### src/rtl/fetch_pc_unit_pkg.sv
// Shared constants and encodings for the fetch/PC stage.
// Address width and reset PC defaults are shared with the instruction RAM.
package fetch_pc_unit_pkg;

    localparam int              PC_W           = 16;
    localparam int              ADDR_WIDTH_DEF = 16;
    localparam logic [PC_W-1:0] RESET_PC_DEF   = 16'h0000;
    localparam logic [PC_W-1:0] INSTR_WAIT     = 16'h0000;

    typedef enum logic {
        PC_INC  = 1'b0,
        PC_ADDK = 1'b1
    } pc_sel_e;

    typedef enum logic [1:0] {
        UPD_HOLD,
        UPD_INC,
        UPD_ADDK,
        UPD_JUMP
    } pc_upd_e;

    function automatic logic [PC_W-1:0] addr_mask(input int aw);
        return (aw >= PC_W) ? {PC_W{1'b1}} : PC_W'((32'd1 << aw) - 32'd1);
    endfunction

endpackage

### src/rtl/fetch_pc_unit_if.sv
// Control/data bundle between the control FSM, instruction RAM and fetch stage.
// History read port exists only when PC_HISTORY_EN is defined.
interface fetch_pc_unit_if
`ifdef PC_HISTORY_EN
    #(parameter int HIST_DEPTH = 4)
`endif
    ;

    logic        pc_en;
    logic        pc_mux_selct;
    logic [15:0] pc_add_k;
    logic        jump_en;
    logic [15:0] jump_addr;
    logic        ir_load;
    logic [15:0] mem_dout;
    logic [15:0] pc;
    logic [15:0] instr_set;
    logic [15:0] link_pc;
    logic        redirect;

`ifdef PC_HISTORY_EN
    localparam int HIST_IW = (HIST_DEPTH > 1) ? $clog2(HIST_DEPTH) : 1;
    logic [HIST_IW-1:0] hist_idx;
    logic [15:0]        hist_pc;

    modport master (
        output pc_en, pc_mux_selct, pc_add_k, jump_en, jump_addr, ir_load, mem_dout, hist_idx,
        input  pc, instr_set, link_pc, redirect, hist_pc
    );

    modport slave (
        input  pc_en, pc_mux_selct, pc_add_k, jump_en, jump_addr, ir_load, mem_dout, hist_idx,
        output pc, instr_set, link_pc, redirect, hist_pc
    );
`else
    modport master (
        output pc_en, pc_mux_selct, pc_add_k, jump_en, jump_addr, ir_load, mem_dout,
        input  pc, instr_set, link_pc, redirect
    );

    modport slave (
        input  pc_en, pc_mux_selct, pc_add_k, jump_en, jump_addr, ir_load, mem_dout,
        output pc, instr_set, link_pc, redirect
    );
`endif

endinterface

### src/rtl/fetch_pc_unit_pc_history_buf.sv
// Circular buffer of PCs at which a taken branch or jump committed.
// Read index 0 returns the most recent entry; unwritten entries read as zero.
module pc_history_buf #(
    parameter int DEPTH = 4,
    localparam int IW   = (DEPTH > 1) ? $clog2(DEPTH) : 1
) (
    input  logic          clk,
    input  logic          reset,
    input  logic          wr_en,
    input  logic [15:0]   wr_data,
    input  logic [IW-1:0] rd_idx,
    output logic [15:0]   rd_data
);

    logic [15:0]   entry [DEPTH];
    logic [IW-1:0] wptr;
    logic [IW-1:0] rd_ptr;

    always_ff @(posedge clk or negedge reset) begin
        if (!reset) begin
            wptr <= '0;
            for (int i = 0; i < DEPTH; i++) begin
                entry[i] <= '0;
            end
        end else if (wr_en) begin
            entry[wptr] <= wr_data;
            wptr        <= wptr + IW'(1);
        end
    end

    // DEPTH is a power of two, so IW-bit arithmetic gives the modulo wrap for free.
    assign rd_ptr  = wptr - IW'(1) - rd_idx;
    assign rd_data = entry[rd_ptr];

endmodule

### src/rtl/fetch_pc_unit.sv
// Fetch stage: program counter, instruction register, link value and redirect pulse.
// Define PC_HISTORY_EN to add the taken-redirect history buffer and its read port.
module fetch_pc_unit
    import fetch_pc_unit_pkg::*;
#(
    parameter int          ADDR_WIDTH = ADDR_WIDTH_DEF,
    parameter logic [15:0] RESET_PC   = RESET_PC_DEF,
    parameter int          HIST_DEPTH = 4
) (
    input  logic            clk,
    input  logic            reset,
    fetch_pc_unit_if.slave  bus
);

    localparam logic [15:0] ADDR_MASK = addr_mask(ADDR_WIDTH);

    if (HIST_DEPTH < 1 || (HIST_DEPTH & (HIST_DEPTH - 1)) != 0) begin : g_bad_depth
        $error("HIST_DEPTH must be a power of two");
    end

    logic [15:0] pc_q;
    logic [15:0] pc_d;
    logic [15:0] ir_q;
    logic        redirect_q;
    logic        taken;
    pc_upd_e     upd;

    always_comb begin
        upd = UPD_HOLD;
        if (bus.pc_en) begin
            if (bus.jump_en) begin
                upd = UPD_JUMP;
            end else if (pc_sel_e'(bus.pc_mux_selct) == PC_ADDK) begin
                upd = UPD_ADDK;
            end else begin
                upd = UPD_INC;
            end
        end
    end

    always_comb begin
        pc_d = pc_q;
        case (upd)
            UPD_INC:  pc_d = (pc_q + 16'd1) & ADDR_MASK;
            UPD_ADDK: pc_d = (pc_q + bus.pc_add_k) & ADDR_MASK;
            UPD_JUMP: pc_d = bus.jump_addr & ADDR_MASK;
            default:  pc_d = pc_q;
        endcase
    end

    assign taken = bus.pc_en & (bus.jump_en | bus.pc_mux_selct);

    always_ff @(posedge clk or negedge reset) begin
        if (!reset) begin
            pc_q       <= RESET_PC & ADDR_MASK;
            ir_q       <= INSTR_WAIT;
            redirect_q <= 1'b0;
        end else begin
            pc_q       <= pc_d;
            redirect_q <= taken;
            if (bus.ir_load) begin
                ir_q <= bus.mem_dout;
            end
        end
    end

    assign bus.pc        = pc_q;
    assign bus.instr_set = ir_q;
    assign bus.redirect  = redirect_q;
    assign bus.link_pc   = (pc_q + 16'd1) & ADDR_MASK;

`ifdef PC_HISTORY_EN
    // Records the pre-update PC, i.e. the address of the branch/jump itself.
    pc_history_buf #(
        .DEPTH (HIST_DEPTH)
    ) u_hist (
        .clk     (clk),
        .reset   (reset),
        .wr_en   (taken),
        .wr_data (pc_q),
        .rd_idx  (bus.hist_idx),
        .rd_data (bus.hist_pc)
    );
`endif

endmodule

### src/flat_wrapper.sv
// flat-port wrapper written by rule: the top's interface ports become plain ports
module fetch_pc_unit_flat import fetch_pc_unit_pkg::*;
#(
    parameter int          ADDR_WIDTH = ADDR_WIDTH_DEF,
    parameter logic [15:0] RESET_PC   = RESET_PC_DEF,
    parameter int          HIST_DEPTH = 4
)
  (clk, reset, bus_pc_en, bus_pc_mux_selct, bus_pc_add_k, bus_jump_en, bus_jump_addr, bus_ir_load, bus_mem_dout, bus_pc, bus_instr_set, bus_link_pc, bus_redirect);
  fetch_pc_unit_if bus_i ();
  input  logic clk;
  input  logic reset;
  input wire logic [$bits(bus_i.pc_en)-1:0] bus_pc_en;
  input wire logic [$bits(bus_i.pc_mux_selct)-1:0] bus_pc_mux_selct;
  input wire logic [$bits(bus_i.pc_add_k)-1:0] bus_pc_add_k;
  input wire logic [$bits(bus_i.jump_en)-1:0] bus_jump_en;
  input wire logic [$bits(bus_i.jump_addr)-1:0] bus_jump_addr;
  input wire logic [$bits(bus_i.ir_load)-1:0] bus_ir_load;
  input wire logic [$bits(bus_i.mem_dout)-1:0] bus_mem_dout;
  output wire logic [$bits(bus_i.pc)-1:0] bus_pc;
  output wire logic [$bits(bus_i.instr_set)-1:0] bus_instr_set;
  output wire logic [$bits(bus_i.link_pc)-1:0] bus_link_pc;
  output wire logic [$bits(bus_i.redirect)-1:0] bus_redirect;
  assign bus_i.pc_en = bus_pc_en;
  assign bus_i.pc_mux_selct = bus_pc_mux_selct;
  assign bus_i.pc_add_k = bus_pc_add_k;
  assign bus_i.jump_en = bus_jump_en;
  assign bus_i.jump_addr = bus_jump_addr;
  assign bus_i.ir_load = bus_ir_load;
  assign bus_i.mem_dout = bus_mem_dout;
  assign bus_pc = bus_i.pc;
  assign bus_instr_set = bus_i.instr_set;
  assign bus_link_pc = bus_i.link_pc;
  assign bus_redirect = bus_i.redirect;
  fetch_pc_unit #(.ADDR_WIDTH(ADDR_WIDTH), .RESET_PC(RESET_PC), .HIST_DEPTH(HIST_DEPTH)) u_core (.clk(clk), .reset(reset), .bus(bus_i));
endmodule
### config.mk
export PLATFORM = sky130hd
export DESIGN_NAME = fetch_pc_unit_flat
export DESIGN_NICKNAME = d
export VERILOG_FILES = /design/src/rtl/fetch_pc_unit_pkg.sv /design/src/rtl/fetch_pc_unit_if.sv /design/src/rtl/fetch_pc_unit_pc_history_buf.sv /design/src/rtl/fetch_pc_unit.sv /design/src/flat_wrapper.sv
export SDC_FILE = /design/constraint.sdc
export NUM_CORES = 1
export LEC_CHECK = 0
export CAP_MARGIN = 0
export CORE_MARGIN = 2
export CORE_UTILIZATION = 30
export DETAILED_ROUTE_END_ITERATION = 12
export SLEW_MARGIN = 10
export SYNTH_ARGS = -nofsm -noshare
export SYNTH_HDL_FRONTEND = slang
export SYNTH_SLANG_ARGS = --single-unit
### constraint.sdc
create_clock -name clk -period 3 [get_ports clk]
set_clock_uncertainty 0.15 [all_clocks]
set_input_delay 0.6 -clock clk [delete_from_list [all_inputs] [get_ports clk]]
set_output_delay 0.6 -clock clk [all_outputs]
set_load 0.01 [all_outputs]
==> run_results.csv <==
group,metric,value,unit
setup_path,worst_path_max_delay_cell,"clkdlybuf4s50_1",
run_status,outcome,"finished clean",
setup_path,crit_type,"flop to primary output",
die,core-area,8260,um^2
drt,dr_total_vias,2594,
drt,vias_per_cell,5.14,
logic_synthesis,synthMuxAreaShare,9.50,%
die,pin_count,103,
setup_path,max_stage_delay,0.57,ns
die,die_w,96.5,um
logic_synthesis,synth.distinct_cells,58,
timing,fin_ws,0.132,ns
logic_synthesis,syn_inst,276,
cts,clk_latency,0.28,ns
drt,wirelength,8170,um
die,start_util,31.1,%
setup_path,crit_end,"bus_link_pc[13]",
setup_path,cp.depth,5,
placed_design,place_congestion,0.861,
logic_synthesis,syn_avg_cell_area,9.31,um^2
drt,drc,0,
drt,drt-initial-drc-count,171,
setup_path,r2r_start,"u_core.bus.pc[0]",
final_layout,syn_to_final_growth,54.8,%
timing,setup_tns,0,ns
logic_synthesis,synth_compound_area_share,21.9,%
power,switchingPower,0.774,mW
placed_design,place_ws,0.0343,ns
timing,max_freq,349,MHz
cts,cts-root-buf,"clkbuf_8",
placed_design,portBuffers,102,
global_route,grt_pass1_wl,12500,um
setup_path,crit_path_start,"u_core.bus.pc[0]",
cts,clockBufferDepth,2,
placed_design,dp_hpwl,6550,um
logic_synthesis,yosysSeqAreaShare,32.1,%
cts,hold_buffers,0,
setup_path,rrSetupSlack,0.52,ns
setup_path,cp-start-kind,"flop",
global_route,grt_pass1_vias,2449,
timing,timing.final.crit_share,95.6,%
global_route,grt_overflow,0,
logic_synthesis,synth_xor_area_share,8.52,%
power,p_clk_share,15.6,%
drt,wl_per_cell,16.2,um
logic_synthesis,synth_ff_type,"dfrtp_1",
worst_hold_path,worstHoldPathType,"flop to flop",
cts,cts_tree,"yes",
setup_path,r2r_end,"u_core.bus.pc[12]",
flow_run,drv_cap,0,
final_layout,n_antenna_cell,0,
global_route,grt_usage,17.5,%
setup_path,crit_chain,"buf_4 -> nand4_1 -> nor3_2 -> xnor2_1 -> clkdlybuf4s50_1",
power,leakage,1.67,nW
die,fp-row-count,33,
timing,rsz0062_at_grt,"false",
logic_synthesis,async_reset_ff_share,100,%
global_route,antenna_found_initial,0,
timing,setup_violations,0,
power,swShare,37.9,%
logic_synthesis,syn_nets,347,
setup_path,cp.required,2.25,ns
timing,post-route-min-period,2.87,ns
power,sequentialPowerShare,28.0,%
power,powerDensity,513,nW/um^2
final_layout,final_util,48.2,%
logic_synthesis,synth_edf_count,0,
power,vdd_drop_max,0.000150,V
final_layout,layout.nets,470,
power,p_comb_share,56.4,%
cts,htreeDepth,2,
timing,max-slew-margin-rel,54.7,%
drt,firstDrtPassIters,4,
cts,cts_made_buffers,5,
setup_path,crit_arrival,2.12,ns
logic_synthesis,synth-simple-area-share,16.4,%
cts,clk_pin_slew,0.06,ns
logic_synthesis,synth_area,2570,um^2
setup_path,end_kind,"primary output",
timing,hold_viol_final,0,
timing,worst_pin_slew,0.678,ns
logic_synthesis,synthAdderAreaFrac,8.57,%
die,die_area,9320,um^2
logic_synthesis,synth_warnings,0,
drt,ant_nets,0,
die,fp.dieH,96.5,um
final_layout,drive_gt1_share,15.8,%
cts,clock_sinks,33,
logic_synthesis,synth_top_family_by_area,"compound AO/OA/AOI/OAI gates",
setup_path,path_buf_inv,2,
cts,post_cts_buffers,0,
setup_path,path_delay_family,"buffers and inverters",
timing,slew_viol_final,0,
power,internal-power,1.27,mW
logic_synthesis,ys_ff_latch,33,
setup_path,ff2ff_path_depth,10,
setup_path,crit_fanout,9,
global_route,grt_max_degree,34,
==> Yosys cell counts, drive strengths merged (6+ instances only) <==
| cell type | n | area share (%) |
|---|---|---|
| dfrtp | 33 | 32 |
| a21oi | 20 | 3.9 |
| mux2 | 19 | 8.3 |
| nand2 | 19 | 3.1 |
| o21ai | 19 | 3.7 |
| nor2 | 18 | 2.6 |
| ha | 16 | 7.8 |
| xnor2 | 13 | 4.4 |
| xor2 | 12 | 4.1 |
| inv | 10 | 1.5 |
| nand3 | 9 | 1.9 |
| clkbuf | 6 | 0.88 |
==> cell type report <==
| class | instances | area [um^2] |
|---|---|---|
| clock buffers | 6 | 72.6 |
| clock inverters | 2 | 10.0 |
| fillers | 781 | 4280 |
| inverters | 12 | 45.0 |
| multi-input cells | 223 | 1700 |
| flip-flops and latches | 33 | 826 |
| well taps | 105 | 131 |
| repair buffers | 124 | 1190 |
==> cell usage in the layout (no fill, tap or decap), types with 3 or more instances in the layout <==
cell type	Yosys	final
nand4_1	4	4
o22ai_1	3	3
dfrtp_1	33	33
clkdlybuf4s50_1	0	100
and2_1	3	3
a222oi_1	4	4
a31oi_1	4	4
mux2i_1	3	3
nand3_1	8	8
nor3_1	4	3
inv_1	10	10
nor2b_1	5	5
nor2_1	18	17
o21ai_0	18	18
a21o_1	5	5
a21oi_1	20	20
o21a_1	3	3
ha_1	16	16
xor2_1	12	12
mux2_2	19	19
clkbuf_8	0	5
buf_4	0	22
xnor2_1	13	12
nand2_1	18	18
==> worst register-to-register path, stage by stage, from the launching register on <==
cell and delay (ns):
dfrtp_1 0.40, buf_4 0.18, ha_1 0.24, inv_1 0.08, fa_1 0.18, nor2b_1 0.07
o21a_1 0.20, a31o_2 0.30, a211oi_1 0.31, xor2_1 0.16, o21ai_0 0.08
==> worst min path at each step <==
| stage | startpoint | endpoint | cells past startpoint |
|---|---|---|---|
| finish | u_core.bus.instr_set[8] | u_core.bus.instr_set[8] | 1 |
| global route | u_core.bus.instr_set[10] | u_core.bus.instr_set[10] | 1 |
| CTS | u_core.bus.instr_set[8] | u_core.bus.instr_set[8] | 1 |
| detailed placement | u_core.bus.instr_set[8] | u_core.bus.instr_set[8] | 1 |
| global placement | u_core.bus.instr_set[5] | u_core.bus.instr_set[5] | 1 |
| floorplan | reset | u_core.bus.instr_set[0] | 0 |
==> per-stage QoR <==
step | power, mW | cells | hold slack (ns) | area, um^2
floorplan | 1.17 | 276 | 0.154 | 2570
global placement | 1.72 | 497 | 0.337 | 3850
detailed placement | 1.72 | 497 | 0.345 | 3850
CTS | 2.05 | 505 | 0.360 | 3940
global route | 2.19 | 505 | 0.374 | 3980
finish | 2.04 | 505 | 0.355 | 3980
==> sequential cells by signal, indices dropped and copies added (netlist names) <==
signal and flops:
u_core.bus.redirect 1, u_core.bus.pc 16, u_core.bus.instr_set 16
==> power groups by stage <==
stage	Sequential (mW)	Clock, mW	Combinational (mW)
final	0.571	0.319	1.15
after floorplan	0.633	0	0.539
after CTS	0.571	0.330	1.15
after global routing	0.581	0.351	1.26
after detailed placement	0.579	0	1.14
after global placement	0.577	0	1.14
==> per-layer routing <==
metal | up-vias | global-route usage, % | routed length (um)
li1 | 1273 | - | -
met1 | 1216 | 22.9 | 3730
met2 | 99 | 29.3 | 3700
met3 | 6 | 3.49 | 657
met4 | 0 | 4.81 | 74
met5 | - | 0 | 0
==> cell families (layout without fill, tap and decap cells) <==
kind of cell    count (synthesis)  in the layout
flops                          33             33
xor+xnor                       25             25
buf+inv                        20            144
compound gates                 82             82
fa+ha+maj                      17             17
simple gates                   77             77
mux                            22             22
==> repair_timing <==
item	in CTS	in global routing
endpoints found under the setup margin	1	5
cloned	0	0
gates resized for setup	1	8
pin swaps	0	2
No activity file was read; power rests on OpenSTA's default activity.
